===== src/rtl/dds_pkg.sv =====
// Shared DDS definitions: sample format, DAC mode encodings, FSM state type and
// the offset-binary helper used by sample consumers.
package dds_pkg;

    localparam int unsigned SAMPLE_W = 6;
    localparam int unsigned MIDSCALE = 32;

    localparam logic DAC_MODE_PWM = 1'b0;
    localparam logic DAC_MODE_SD  = 1'b1;

    typedef enum logic {
        StIdle,
        StRun
    } dac_state_e;

    // Signed two's-complement to offset binary: invert the MSB.
    function automatic logic [SAMPLE_W-1:0] to_offset_binary(input logic [SAMPLE_W-1:0] s);
        return {~s[SAMPLE_W-1], s[SAMPLE_W-2:0]};
    endfunction

endpackage


===== src/rtl/dds_tick_prescaler.sv =====
// Programmable tick prescaler: one tick every div_i+1 enabled clocks, with a
// synchronous clear. The >= compare lets a lowered divisor take effect at once.
module dds_tick_prescaler #(
    parameter int unsigned DIV_W = 8
) (
    input  logic             clk,
    input  logic             rst_n,
    input  logic             en_i,
    input  logic             clr_i,
    input  logic [DIV_W-1:0] div_i,
    output logic             tick_o
);

    logic [DIV_W-1:0] cnt_q, cnt_d;

    always_comb begin
        tick_o = en_i && (cnt_q >= div_i);
        cnt_d  = cnt_q;
        if (clr_i || tick_o) begin
            cnt_d = '0;
        end else if (en_i) begin
            cnt_d = cnt_q + DIV_W'(1);
        end
    end

    always_ff @(posedge clk or negedge rst_n) begin
        if (!rst_n) begin
            cnt_q <= '0;
        end else begin
            cnt_q <= cnt_d;
        end
    end

endmodule


===== src/rtl/dds_pwm_dac.sv =====
// DDS output DAC: converts signed samples to a 1-bit PWM or first-order
// sigma-delta pulse stream. Sigma-delta is built only with DDS_DAC_SIGMA_DELTA_EN.
module dds_pwm_dac
    import dds_pkg::*;
#(
    parameter int unsigned WIDTH = SAMPLE_W,
    parameter int unsigned DIV_W = 8
) (
    input  logic             clk,
    input  logic             rst_n,
    input  logic             enable_in,
    input  logic [WIDTH-1:0] sample_in,
    input  logic             sample_valid_in,
    input  logic [DIV_W-1:0] div_in,
    input  logic             mode_in,
    output logic             pwm_out,
    output logic             sample_req_out
);

    localparam logic [WIDTH-1:0] MidDuty = WIDTH'(1) << (WIDTH - 1);
    localparam logic [WIDTH-1:0] CntMax  = {WIDTH{1'b1}};

    dac_state_e       state_q, state_d;
    logic             run, run_n, tick, wrap;
    logic [WIDTH-1:0] sample_u;
    logic [WIDTH-1:0] pending_q, pending_d;
    logic [WIDTH-1:0] duty_q, duty_d;
    logic [WIDTH-1:0] cnt_q, cnt_d;
    logic             pwm_q, pwm_d;
    logic             req_q, req_d;
    logic             mode_q;
    logic             sd_bit;

    if (WIDTH == SAMPLE_W) begin : g_pkg_conv
        assign sample_u = to_offset_binary(sample_in);
    end else begin : g_gen_conv
        assign sample_u = sample_in ^ MidDuty;
    end

    // FSM: state register, next state, outputs.
    always_ff @(posedge clk or negedge rst_n) begin
        if (!rst_n) begin
            state_q <= StIdle;
        end else begin
            state_q <= state_d;
        end
    end

    always_comb begin
        state_d = enable_in ? StRun : StIdle;
    end

    always_comb begin
        run   = (state_q == StRun) && enable_in;
        run_n = !run;
    end

    dds_tick_prescaler #(
        .DIV_W (DIV_W)
    ) u_prescaler (
        .clk    (clk),
        .rst_n  (rst_n),
        .en_i   (run),
        .clr_i  (run_n),
        .div_i  (div_in),
        .tick_o (tick)
    );

    assign wrap = tick && (cnt_q == CntMax);

`ifdef DDS_DAC_SIGMA_DELTA_EN
    logic             mode_d;
    logic             sd_carry;
    logic [WIDTH-1:0] acc_sum;
    logic [WIDTH-1:0] acc_q, acc_d;

    always_comb begin
        {sd_carry, acc_sum} = {1'b0, acc_q} + {1'b0, duty_q};
        mode_d = mode_q;
        if (run_n || wrap) begin
            mode_d = mode_in;
        end
        acc_d = acc_q;
        if (run_n) begin
            acc_d = '0;
        end else if (tick && (mode_q == DAC_MODE_SD)) begin
            acc_d = acc_sum;
        end
        // Carry is the pulse; hold the last pulse between ticks.
        sd_bit = tick ? sd_carry : pwm_q;
    end

    always_ff @(posedge clk or negedge rst_n) begin
        if (!rst_n) begin
            mode_q <= DAC_MODE_PWM;
            acc_q  <= '0;
        end else begin
            mode_q <= mode_d;
            acc_q  <= acc_d;
        end
    end
`else
    logic unused_mode;
    assign unused_mode = mode_in;
    assign mode_q      = DAC_MODE_PWM;
    assign sd_bit      = 1'b0;
`endif

    always_comb begin
        pending_d = pending_q;
        if (!enable_in) begin
            pending_d = MidDuty;
        end else if (sample_valid_in) begin
            pending_d = sample_u;
        end

        duty_d = duty_q;
        cnt_d  = cnt_q;
        pwm_d  = pwm_q;
        req_d  = 1'b0;
        if (run_n) begin
            duty_d = MidDuty;
            cnt_d  = '0;
            pwm_d  = 1'b0;
        end else begin
            // Duty only changes at the period boundary; a same-clock capture waits.
            if (wrap) begin
                duty_d = pending_q;
            end
            if (tick) begin
                cnt_d = cnt_q + WIDTH'(1);
            end
            pwm_d = (mode_q == DAC_MODE_SD) ? sd_bit : (cnt_q < duty_q);
            req_d = wrap;
        end
    end

    always_ff @(posedge clk or negedge rst_n) begin
        if (!rst_n) begin
            pending_q <= MidDuty;
            duty_q    <= MidDuty;
            cnt_q     <= '0;
            pwm_q     <= 1'b0;
            req_q     <= 1'b0;
        end else begin
            pending_q <= pending_d;
            duty_q    <= duty_d;
            cnt_q     <= cnt_d;
            pwm_q     <= pwm_d;
            req_q     <= req_d;
        end
    end

    assign pwm_out        = pwm_q;
    assign sample_req_out = req_q;

endmodule


===== config.mk =====
export PLATFORM = sky130hd
export DESIGN_NAME = dds_pwm_dac
export DESIGN_NICKNAME = d
export VERILOG_FILES = /design/src/rtl/dds_pkg.sv /design/src/rtl/dds_tick_prescaler.sv /design/src/rtl/dds_pwm_dac.sv
export SDC_FILE = /design/constraint.sdc
export NUM_CORES = 1
export LEC_CHECK = 0
export ABC_AREA = 1
export CAP_MARGIN = 20
export CORE_UTILIZATION = 58
export DETAILED_ROUTE_END_ITERATION = 8
export PLACE_DENSITY = 0.79
export SKIP_CTS_REPAIR_TIMING = 1
export SLEW_MARGIN = 0
export SYNTH_ARGS = -nofsm -noshare
export SYNTH_HDL_FRONTEND = slang
export SYNTH_SLANG_ARGS = --single-unit

===== constraint.sdc =====
create_clock -name clk -period 4.4 [get_ports clk]
set_clock_uncertainty 0.1 [all_clocks]
set_input_delay 0.44 -clock clk [delete_from_list [all_inputs] [get_ports clk]]
set_output_delay 0.44 -clock clk [all_outputs]
set_load 0.01 [all_outputs]

# Word level (Yosys, flattened, before mapping)
# Cells that the tools add are included.
# Widths: inputs -> output; s select.
# word_totals
in_bits	19
ff_bits	29
out_inout_bits	2
wordCells	33
# classes
n_eq_ne	4
reduce_logical	6
muxes	11
bitwise	1
addsub	2
order_cmp	2
# ops
operator	n
$mux 6	6
$mux 8	2
$add 8x1->8 const B	1
$ge 8x8->1	1
$add 6x1->6 const B	1
$eq 6x6->1 const B	1
$lt 6x6->1	1
$ne 2x2->1 const B	2
$logic_and 1x1->1	3
$mux 1	3
$ne 2x1->1 const B	1
$reduce_bool 2->1	1
$logic_not 1->1	1
$logic_or 1x1->1	1
$not 1->1	1

# Depth between registers and ports, before layout
# Gate-level depths: netlist (run 1).
# logic_depth
word_depth	5
mapped_depth	13
ltp_nobuf	13

# Modules after synthesis
# Synthesis (run 1) repeated with hierarchy kept, for this count alone.
# hier_totals
hier_cells	211
hier_area_um2	1734.2
# modules_own_cells
module	cells_per_inst	n_inst	seq_area_each_um2	area_each_um2
dds_pwm_dac	124	1	528.0	1093.5
dds_tick_prescaler	87	1	200.2	640.6

# Worst setup path after synthesis (run 1)
# OpenSTA, ideal clock, no wires.
# synth_path
kind	input-to-reg
startpoint	input div_in[7]
endpoint	register cnt_q[5]
slack_ns	2.714
n_path_buf	0
required_ns	4.184
setup_time_ns	0.116
path_stages	9
arrival_time_ns	1.470
path_cell_list	inv_1 ha_1 a21oi_1 o21a_1 nand2_4 nor2_8 inv_2 nand2_1 nand2_1
# synth_via
elab_chain_cells	3
# synth_rtl
element	line	text
start: declaration	dds_pwm_dac.sv:14	input logic [DIV_W-1:0] div_in,
$ge 8x8->1	dds_tick_prescaler.sv:17	tick_o = en_i && (cnt_q >= div_i);
$logic_and 1x1->1	dds_tick_prescaler.sv:17	
$ne 2x2->1 (no source line)	n/a	
end signal: assignment	dds_pwm_dac.sv:148	cnt_q <= cnt_d;
end: declaration	dds_pwm_dac.sv:28	logic [WIDTH-1:0] cnt_q, cnt_d;
# No other way between the ends.
# A chain may end at the register's enable or synchronous reset.

# Worst setup path after layout (run 1)
# Same ends and word-level chain as after synthesis.

==> impl_table.tex, run 1 <==
\begin{tabular}{lr}
\hline
Metric & Value \\
\hline
\multicolumn{2}{l}{\textbf{Floorplanning}} \\
\quad Initial cell density of the core & around 63\% \\
\quad Core area & about 0.0025 mm² \\
\quad Die Outline Area & a little under 0.003 mm² \\
\quad Height of the die & around 54 µm \\
\quad Floorplan row count & 18 \\
\quad IO Pins & 21 \\
\quad Die extent in x & 54.5 µm \\
\multicolumn{2}{l}{\textbf{Routing}} \\
\quad DR pass1 iterations & 4 \\
\quad Antenna-violating nets left & 0 \\
\quad Routed wirelength normalized by instance count & approximately 12 µm \\
\quad Count of routing violations after the opening detailed-route iteration & 13 \\
\quad Total number of vias & 1257 \\
\quad DRC Markers & 0 \\
\quad Per-cell via count in the routed design & 5.30 \\
\quad Final Routed Wirelength & roughly 2800 µm \\
\multicolumn{2}{l}{\textbf{Synthesis}} \\
\quad Top-area cell type share of the netlist area & around 42\% \\
\quad Top cells by area in the synthesized netlist & sky130\_fd\_sc\_hd\_\_dfrtp\_1, sky130\_fd\_sc\_hd\_\_ha\_1, sky130\_fd\_sc\_hd\_\_nand2\_1 \\
\quad Most instantiated cells after synthesis & sky130\_fd\_sc\_hd\_\_nand2\_1, sky130\_fd\_sc\_hd\_\_dfrtp\_1, sky130\_fd\_sc\_hd\_\_inv\_1 \\
\quad Number of synthesized flops with an enable pin & 0 \\
\quad Number of warnings issued by yosys & 0 \\
\quad Synth Area in Adders & about an eighth \\
\quad Portion of the post-synthesis area used by sequential elements & between 40\% and 50\% \\
\quad Cell Area, Synth & roughly 0.0016 mm² \\
\quad Most used standard cell by instance count after synthesis & sky130\_fd\_sc\_hd\_\_nand2\_1 \\
\quad Yosys top cell by area & sky130\_fd\_sc\_hd\_\_dfrtp\_1 \\
\quad Fraction of registers with async set/reset & 100\% \\
\quad Mux share of post-synthesis cell area & 0\% \\
\quad Synth Instances & roughly 180 \\
\quad Synthesis-stage register bit count & 29 \\
\quad XOR/XNOR share of the synthesized area & under 10\% \\
\quad Synth Area in Compound Gates & 4.86\% \\
\quad Average footprint of a synthesized cell & around 9 µm² \\
\quad Synth cell types & 26 \\
\quad Main combinational cell family by area after synthesis & simple AND/OR/NAND/NOR gates \\
\quad Main flop type after synthesis & sky130\_fd\_sc\_hd\_\_dfrtp\_1 \\
\quad Mapped Nets & approximately 220 \\
\quad Simple-gate share of the synthesized area & a little over a quarter \\
\multicolumn{2}{l}{\textbf{CTS}} \\
\quad Register clock-pin slew on the reported worst setup and hold paths & roughly 90 ps \\
\quad Clock insertion delay at the later pin of the skew report & around 330 ps \\
\quad Maximum buffer depth of the clock tree & 2 \\
\quad TritonCTS clock tree & yes \\
\quad Number of buffers added by the clock tree synthesis step & 5 \\
\quad Total number of H-tree levels & 2 \\
\quad Sink count of the clock tree & 29 \\
\quad Clock root buffer master & sky130\_fd\_sc\_hd\_\_clkbuf\_4 \\
\multicolumn{2}{l}{\textbf{Place}} \\
\quad Place WS & 2030 ps \\
\quad Cells after DPL & between 200 and 250 \\
\quad Global placement routability congestion & roughly 0.86 \\
\quad Port buffer count & 19 \\
\quad Hpwl dp & 2130 µm \\
\multicolumn{2}{l}{\textbf{Setup path}} \\
\quad Reg2reg end & cnt\_q[5] \\
\quad Critical setup path kind & primary input to register \\
\quad Library cell contributing the largest single delay on the critical path & sky130\_fd\_sc\_hd\_\_clkdlybuf4s50\_1 \\
\quad Arrival @ worst endpoint & roughly 2100 ps \\
\quad Cell with the most instances on the worst path & sky130\_fd\_sc\_hd\_\_nand2\_1 \\
\quad Cells traversed along the worst timing path & clkdlybuf4s50\_1, inv\_1, ha\_1, a21oi\_1, o21a\_1, nand2\_4, nor2\_8, inv\_2, nand2\_1, nand2\_1 \\
\quad CP bufs+invs & 3 \\
\quad Gate family responsible for the most delay along the worst path & buffers and inverters \\
\quad CP Max Fanout & 10 \\
\quad R2R cell count & 8 \\
\quad R2r startpoint & u\_prescaler.cnt\_q[7] \\
\quad Endpoint required time on the critical path & $\sim$4500 ps \\
\quad Sort of element at the start of the critical path & primary input \\
\quad Worst Setup End Kind & register \\
\quad R2R setup slack & $\sim$2600 ps \\
\quad Delay of the slowest cell on the worst path & 460 ps \\
\multicolumn{2}{l}{\textbf{Power}} \\
\quad Total power & 0.526 mW \\
\quad Leakage component of the power & around 0.96 nW \\
\quad Maximum ir drop on the vdd rail & $\sim$0.35 mV \\
\quad Ratio of total power to cell area & 277 mW/mm² \\
\multicolumn{2}{l}{\textbf{Min path}} \\
\quad Class of the most critical hold timing path & primary input to async pin \\
\multicolumn{2}{l}{\textbf{Finish}} \\
\quad Layout-stage area growth over the synthesis result & 18.7\% \\
\quad Antenna Diode Count & 0 \\
\quad Final \#Nets & 241 \\
\quad Share of layout cells above drive strength 1 & 9.18\% \\
\quad Final core utilization & between 70\% and 80\% \\
\quad Filler-free cell count of the finished design & approximately 240 \\
\multicolumn{2}{l}{\textbf{GRT}} \\
\quad Global-route wire length before repair & about 4600 µm \\
\quad Total routing usage reported by global routing & between 20 and 25\% \\
\quad Total grt overflow & 0 \\
\quad Largest net degree at the start of global routing & 30 \\
\quad Vias in the first global route & roughly 1100 \\
\quad Initial antenna violation count & 0 \\
\multicolumn{2}{l}{\textbf{Timing}} \\
\quad Slew at the pin closest to its max-slew limit & 438 ps \\
\quad RSZ-0062 raised after global routing & no \\
\quad Hold violation count in the final report & 0 \\
\quad Setup TNS & 0 ps \\
\quad Worst rel slew slack & between 70\% and 80\% \\
\quad Max Clock Freq & just under 500 MHz \\
\quad Final count of negative-setup-slack endpoints & 0 \\
\quad Worst-case setup margin in the final layout & between 2000 and 2500 ps \\
\quad Tcrit/Tclk final & between 40\% and 50\% \\
\quad Minimum clock period after layout & 2010 ps \\
\quad Max-slew violation count & 0 \\
\multicolumn{2}{l}{\textbf{Run status}} \\
\quad Status & finished, final reports clean \\
\multicolumn{2}{l}{\textbf{Job}} \\
\quad Number of max-capacitance violations reported & 0 \\
\hline
\end{tabular}
-- cells in the final DEF (no fill, tap or decap), types with 3 or more instances in the layout --
cell,netlist,routed
sky130_fd_sc_hd__nand2_2,3,3
sky130_fd_sc_hd__nand2_1,37,37
sky130_fd_sc_hd__o21ai_0,4,4
sky130_fd_sc_hd__clkdlybuf4s50_1,0,19
sky130_fd_sc_hd__ha_1,15,15
sky130_fd_sc_hd__nor2_1,16,16
sky130_fd_sc_hd__xor2_1,5,5
sky130_fd_sc_hd__nand4_1,9,9
sky130_fd_sc_hd__xnor2_1,3,3
sky130_fd_sc_hd__inv_1,22,22
sky130_fd_sc_hd__dfrtp_1,27,27
sky130_fd_sc_hd__clkbuf_4,0,5
sky130_fd_sc_hd__a21oi_1,4,4
sky130_fd_sc_hd__nand3_1,21,21
-- final cells by class --
class | instances | area, µm²
clock buffer | 5 | 37.5
clock inverter | 2 | 35.0
fill | 191 | 649
inverter | 24 | 90.1
multi-input combinational | 127 | 769
sequential | 29 | 728
tap | 30 | 37.5
timing repair buffer | 20 | 198
-- stage by stage --
step	instance area, µm²	hold WS [ps]
floorplan	1600	44.4
global placement	1820	375
detailed placement	1820	384
CTS	1900	387
global route	1900	415
finish	1900	380
-- worst max path at each step --
stage              start       end  slack (ps)  depth (start not counted)
2_1_floorplan  div_in[7]  cnt_q[5]        2710                          9
3_3_place_gp   div_in[7]  cnt_q[5]        2110                         10
3_5_place_dp   div_in[7]  cnt_q[5]        2030                         10
4_1_cts        div_in[7]  cnt_q[5]        2370                         10
5_1_grt        div_in[7]  cnt_q[5]        2230                         10
6_report       div_in[7]  cnt_q[5]        2390                         10
-- sequential cells by signal, summed over array words and instances (netlist names) --
| register | flops |
|---|---|
| cnt_q | 6 |
| state_q | 1 |
| u_prescaler.cnt_q | 8 |
| pending_q | 6 |
| duty_q | 6 |
| sample_req_out | 1 |
| pwm_out | 1 |
-- cell families (layout without fill, tap and decap cells) --
kind of cell,after synthesis,in the layout
buf+inv,26,51
xor+xnor,8,8
compound gates,13,13
flops,29,29
fa+ha+maj,15,15
simple gates,91,91
-- worst register-to-register path, cell delays in order (launching register included) --
cell                      delay [ps]
sky130_fd_sc_hd__dfrtp_1         410
sky130_fd_sc_hd__ha_1            300
sky130_fd_sc_hd__a21oi_1         190
sky130_fd_sc_hd__o21a_1          190
sky130_fd_sc_hd__nand2_4         130
sky130_fd_sc_hd__nor2_8          180
sky130_fd_sc_hd__inv_2           100
sky130_fd_sc_hd__nand2_1          70
sky130_fd_sc_hd__nand2_1          40
-- layer usage --
layer	part of all wire [%]	GRT usage, %	vias up
met2	50	38.6	23
met4	1.4	7.69	0
met5	0	0	-
met3	3.9	8.33	7
met1	45	25.1	580
li1	-	-	647
-- where the power goes --
| group | internal, mW | leakage [nW] | switching (mW) |
|---|---|---|---|
| Combinational | 0.0222 | 0.531 | 0.0237 |
| Sequential | 0.272 | 0.391 | 0.00330 |
| Clock | 0.116 | 0.0410 | 0.0893 |
Power figures use the tool's default switching activity.
==> run 2, diff against run 1 <==
- CORE_UTILIZATION: 58 -> 54
- PLACE_DENSITY: 0.79 -> 0.74
- clock period: 4.4 -> 2.08 ns (I/O delays scaled with it)
==> run 2 against run 1 <==
Cell area up 1.2%. Register-to-register slack got worse by 2200 ps. Clock power rose by 71%. Utilization decreased by 5.5 points. Global-route usage shrank 0.83 points. Setup slack lost 2000 ps. Wire length up 1.1%. Sequential cell count stayed put. Via count grew 0.72%.
==> impl_table.tex, run 2 (synthesis results as in run 1) <==
\begin{tabular}{lr}
\hline
Metric & Value \\
\hline
\multicolumn{2}{l}{\textbf{Run status}} \\
\quad Status & finished, final reports clean \\
\multicolumn{2}{l}{\textbf{CTS}} \\
\quad Maximum buffer depth of the clock tree & 2 (unchanged) \\
\quad Sink count of the clock tree & 29 (unchanged) \\
\quad Clock root buffer master & sky130\_fd\_sc\_hd\_\_clkbuf\_4 \\
\quad Register clock-pin slew on the reported worst setup and hold paths & 90 ps (about the same) \\
\quad Clock insertion delay at the later pin of the skew report & 320 ps (about the same) \\
\quad Number of buffers added by the clock tree synthesis step & 5 (unchanged) \\
\quad TritonCTS clock tree & yes \\
\quad Total number of H-tree levels & 2 (unchanged) \\
\multicolumn{2}{l}{\textbf{Timing}} \\
\quad Max Clock Freq & 575 MHz \\
\quad RSZ-0062 raised after global routing & no \\
\quad Setup TNS & 0 ps (unchanged) \\
\quad Max-slew violation count & 0 (unchanged) \\
\quad Final count of negative-setup-slack endpoints & 0 (unchanged) \\
\quad Minimum clock period after layout & 1740 ps \\
\quad Worst rel slew slack & 76.4\% (+5.7 points) \\
\quad Slew at the pin closest to its max-slew limit & 354 ps (-84.3 ps) \\
\quad Worst Hold Slack & 160 ps (-221 ps) \\
\quad Hold violation count in the final report & 0 (unchanged) \\
\quad Tcrit/Tclk final & 83.6\% \\
\multicolumn{2}{l}{\textbf{Routing}} \\
\quad Per-cell via count in the routed design & 5.23 (-1.4\%) \\
\quad Final Routed Wirelength & 2800 µm (+1.1\%) \\
\quad DRC Markers & 0 (unchanged) \\
\quad Count of routing violations after the opening detailed-route iteration & 28 (+15) \\
\quad Antenna-violating nets left & 0 (unchanged) \\
\quad DR pass1 iterations & 4 (unchanged) \\
\quad Routed wirelength normalized by instance count & 11.6 µm (-1.0\%) \\
\quad Total number of vias & 1266 (+0.72\%) \\
\multicolumn{2}{l}{\textbf{Setup path}} \\
\quad Worst Setup End Kind & register \\
\quad CP Max Fanout & 7 (-3) \\
\quad Arrival @ worst endpoint & 1860 ps (-280 ps) \\
\quad Endpoint required time on the critical path & 2200 ps (-2320 ps) \\
\quad R2R setup slack & 340 ps (-2240 ps) \\
\quad Sort of element at the start of the critical path & register \\
\quad Critical setup path kind & register to register \\
\multicolumn{2}{l}{\textbf{Finish}} \\
\quad Final core utilization & 69.0\% (-5.5 points) \\
\quad Most common cell after layout, fill and taps aside & sky130\_fd\_sc\_hd\_\_nand2\_1 \\
\quad Share of layout cells above drive strength 1 & 9.95\% (+0.77 points) \\
\quad Antenna Diode Count & 0 (unchanged) \\
\quad Highest-count cells in the layout ignoring fill and taps & sky130\_fd\_sc\_hd\_\_nand2\_1, sky130\_fd\_sc\_hd\_\_dfrtp\_1, sky130\_fd\_sc\_hd\_\_inv\_1 \\
\quad Non-Filler Cell Area, Final & 0.00192 mm² (+1.2\%) \\
\quad Final \#Nets & 244 (+1.2\%) \\
\quad Flip-flop count of the largest register, all copies and words added & 8 (unchanged) \\
\quad Register with the most flip-flops & u\_prescaler.cnt\_q \\
\quad Layout-stage area growth over the synthesis result & 20.1\% \\
\multicolumn{2}{l}{\textbf{Floorplanning}} \\
\quad Height of the die & 56.4 µm (+3.5\%) \\
\quad Initial cell density of the core & 57.4\% (-5.3 points) \\
\quad Die Outline Area & 0.00318 mm² (+7.1\%) \\
\quad IO Pins & 21 (unchanged) \\
\quad Die extent in x & 56.4 µm (+3.5\%) \\
\quad Core area & 0.00278 mm² (+9.3\%) \\
\quad Floorplan row count & 19 (+1) \\
\multicolumn{2}{l}{\textbf{Power}} \\
\quad Switch Pwr & 0.242 mW (+110\%) \\
\quad Part of the total power dissipated in the clock network & 33.8\% (-5.2 points) \\
\quad Gate power share & 10.0\% (+1.3 points) \\
\quad Power share of the sequential group & 56.1\% (+3.8 points) \\
\quad Maximum ir drop on the vdd rail & 0.467 mV (+34\%) \\
\quad Leakage component of the power & 0.973 nW (+1.1\%) \\
\quad Total power & 1.04 mW (+97\%) \\
\quad Net switching fraction of the power & 23.4\% (+1.3 points) \\
\quad Ratio of total power to cell area & 540 mW/mm² (+95\%) \\
\quad Cell internal power dissipation & 0.794 mW (+94\%) \\
\multicolumn{2}{l}{\textbf{Place}} \\
\quad Port buffer count & 19 (unchanged) \\
\quad Global placement routability congestion & 0.798 (-7.0\%) \\
\quad Placed instance area & 0.00186 mm² (+2.0\%) \\
\quad Hpwl dp & 2170 µm (+2.1\%) \\
\multicolumn{2}{l}{\textbf{GRT}} \\
\quad Vias in the first global route & 1296 (+17\%) \\
\quad Initial antenna violation count & 0 (unchanged) \\
\quad Total routing usage reported by global routing & 21.5\% (-0.83 points) \\
\quad Largest net degree at the start of global routing & 30 (unchanged) \\
\quad Global-route wire length before repair & 5310 µm (+16\%) \\
\quad Total grt overflow & 0 (unchanged) \\
\multicolumn{2}{l}{\textbf{Min path}} \\
\quad Class of the most critical hold timing path & primary input to async pin \\
\multicolumn{2}{l}{\textbf{Job}} \\
\quad Number of max-capacitance violations reported & 0 (unchanged) \\
\hline
\end{tabular}
-- run 2: cell types whose count changed in the layout (fill, tap and decap cells not counted) --
cell                        before  now
sky130_fd_sc_hd__clkbuf_1        0    2
sky130_fd_sc_hd__buf_4           1    3
sky130_fd_sc_hd__clkbuf_8        0    1
sky130_fd_sc_hd__buf_12          0    1
sky130_fd_sc_hd__bufinv_16       1    0
sky130_fd_sc_hd__clkinv_2        1    0
-- run 2: final cells by class --
type	count	area [µm²]
Multi-Input combinational cell	127	769
Fill cell	252	863
Inverter	24	90.1
Timing Repair Buffer	23	233
Clock buffer	8	58.8
Sequential cell	29	728
Tap cell	31	38.8
-- run 2: layer usage --
| metal | wire [µm] | track usage [%] | share of wire [%] | vias up |
|---|---|---|---|---|
| met5 | 0 | 0 | 0 | - |
| met1 | 1340 | 27.6 | 48 | 576 |
| met4 | 47 | 8.71 | 1.7 | 0 |
| li1 | - | - | - | 657 |
| met2 | 1300 | 35.0 | 46 | 27 |
| met3 | 105 | 5.30 | 3.8 | 6 |
-- run 2: path summary, 6_finish.rpt --
| check | from | end | cells past startpoint |
|---|---|---|---|
| worst min-delay path | rst_n | sample_req_out | 2 |
| worst min register to register | duty_q[5] | duty_q[5] | 2 |
| min in group clk | sample_in[0] | pending_q[0] | 3 |
| max in group asynchronous | rst_n | pending_q[5] | 2 |
| worst max-delay path | u_prescaler.cnt_q[5] | cnt_q[5] | 8 |
| worst max register to register | u_prescaler.cnt_q[5] | cnt_q[5] | 8 |
-- run 2: per-stage QoR --
stage | worst slack [ps] | instances
2_1_floorplan | 460 | 182
3_5_place_dp | 45.6 | 234
4_1_cts | 335 | 242
3_3_place_gp | 90.3 | 234
5_1_grt | 133 | 242
6_report | 341 | 242
-- run 2: critical path, cell delays in order (launching register included) --
cell and delay (ps):
sky130_fd_sc_hd__dfrtp_1 450, sky130_fd_sc_hd__ha_1 310, sky130_fd_sc_hd__a21oi_1 140, sky130_fd_sc_hd__o21a_1 170, sky130_fd_sc_hd__nand2_4 110, sky130_fd_sc_hd__nor2_8 140, sky130_fd_sc_hd__inv_2 90, sky130_fd_sc_hd__nand2_1 70
sky130_fd_sc_hd__nand2_1 50
-- run 2: power by group through the flow --
stage / logic (mW) / registers [mW] / clock network [mW]
after floorplan: 0.0426 / 0.592 / 0
after global placement: 0.102 / 0.592 / 0
after detailed placement: 0.105 / 0.592 / 0
after CTS: 0.106 / 0.581 / 0.358
after global routing: 0.119 / 0.583 / 0.378
final: 0.104 / 0.582 / 0.351
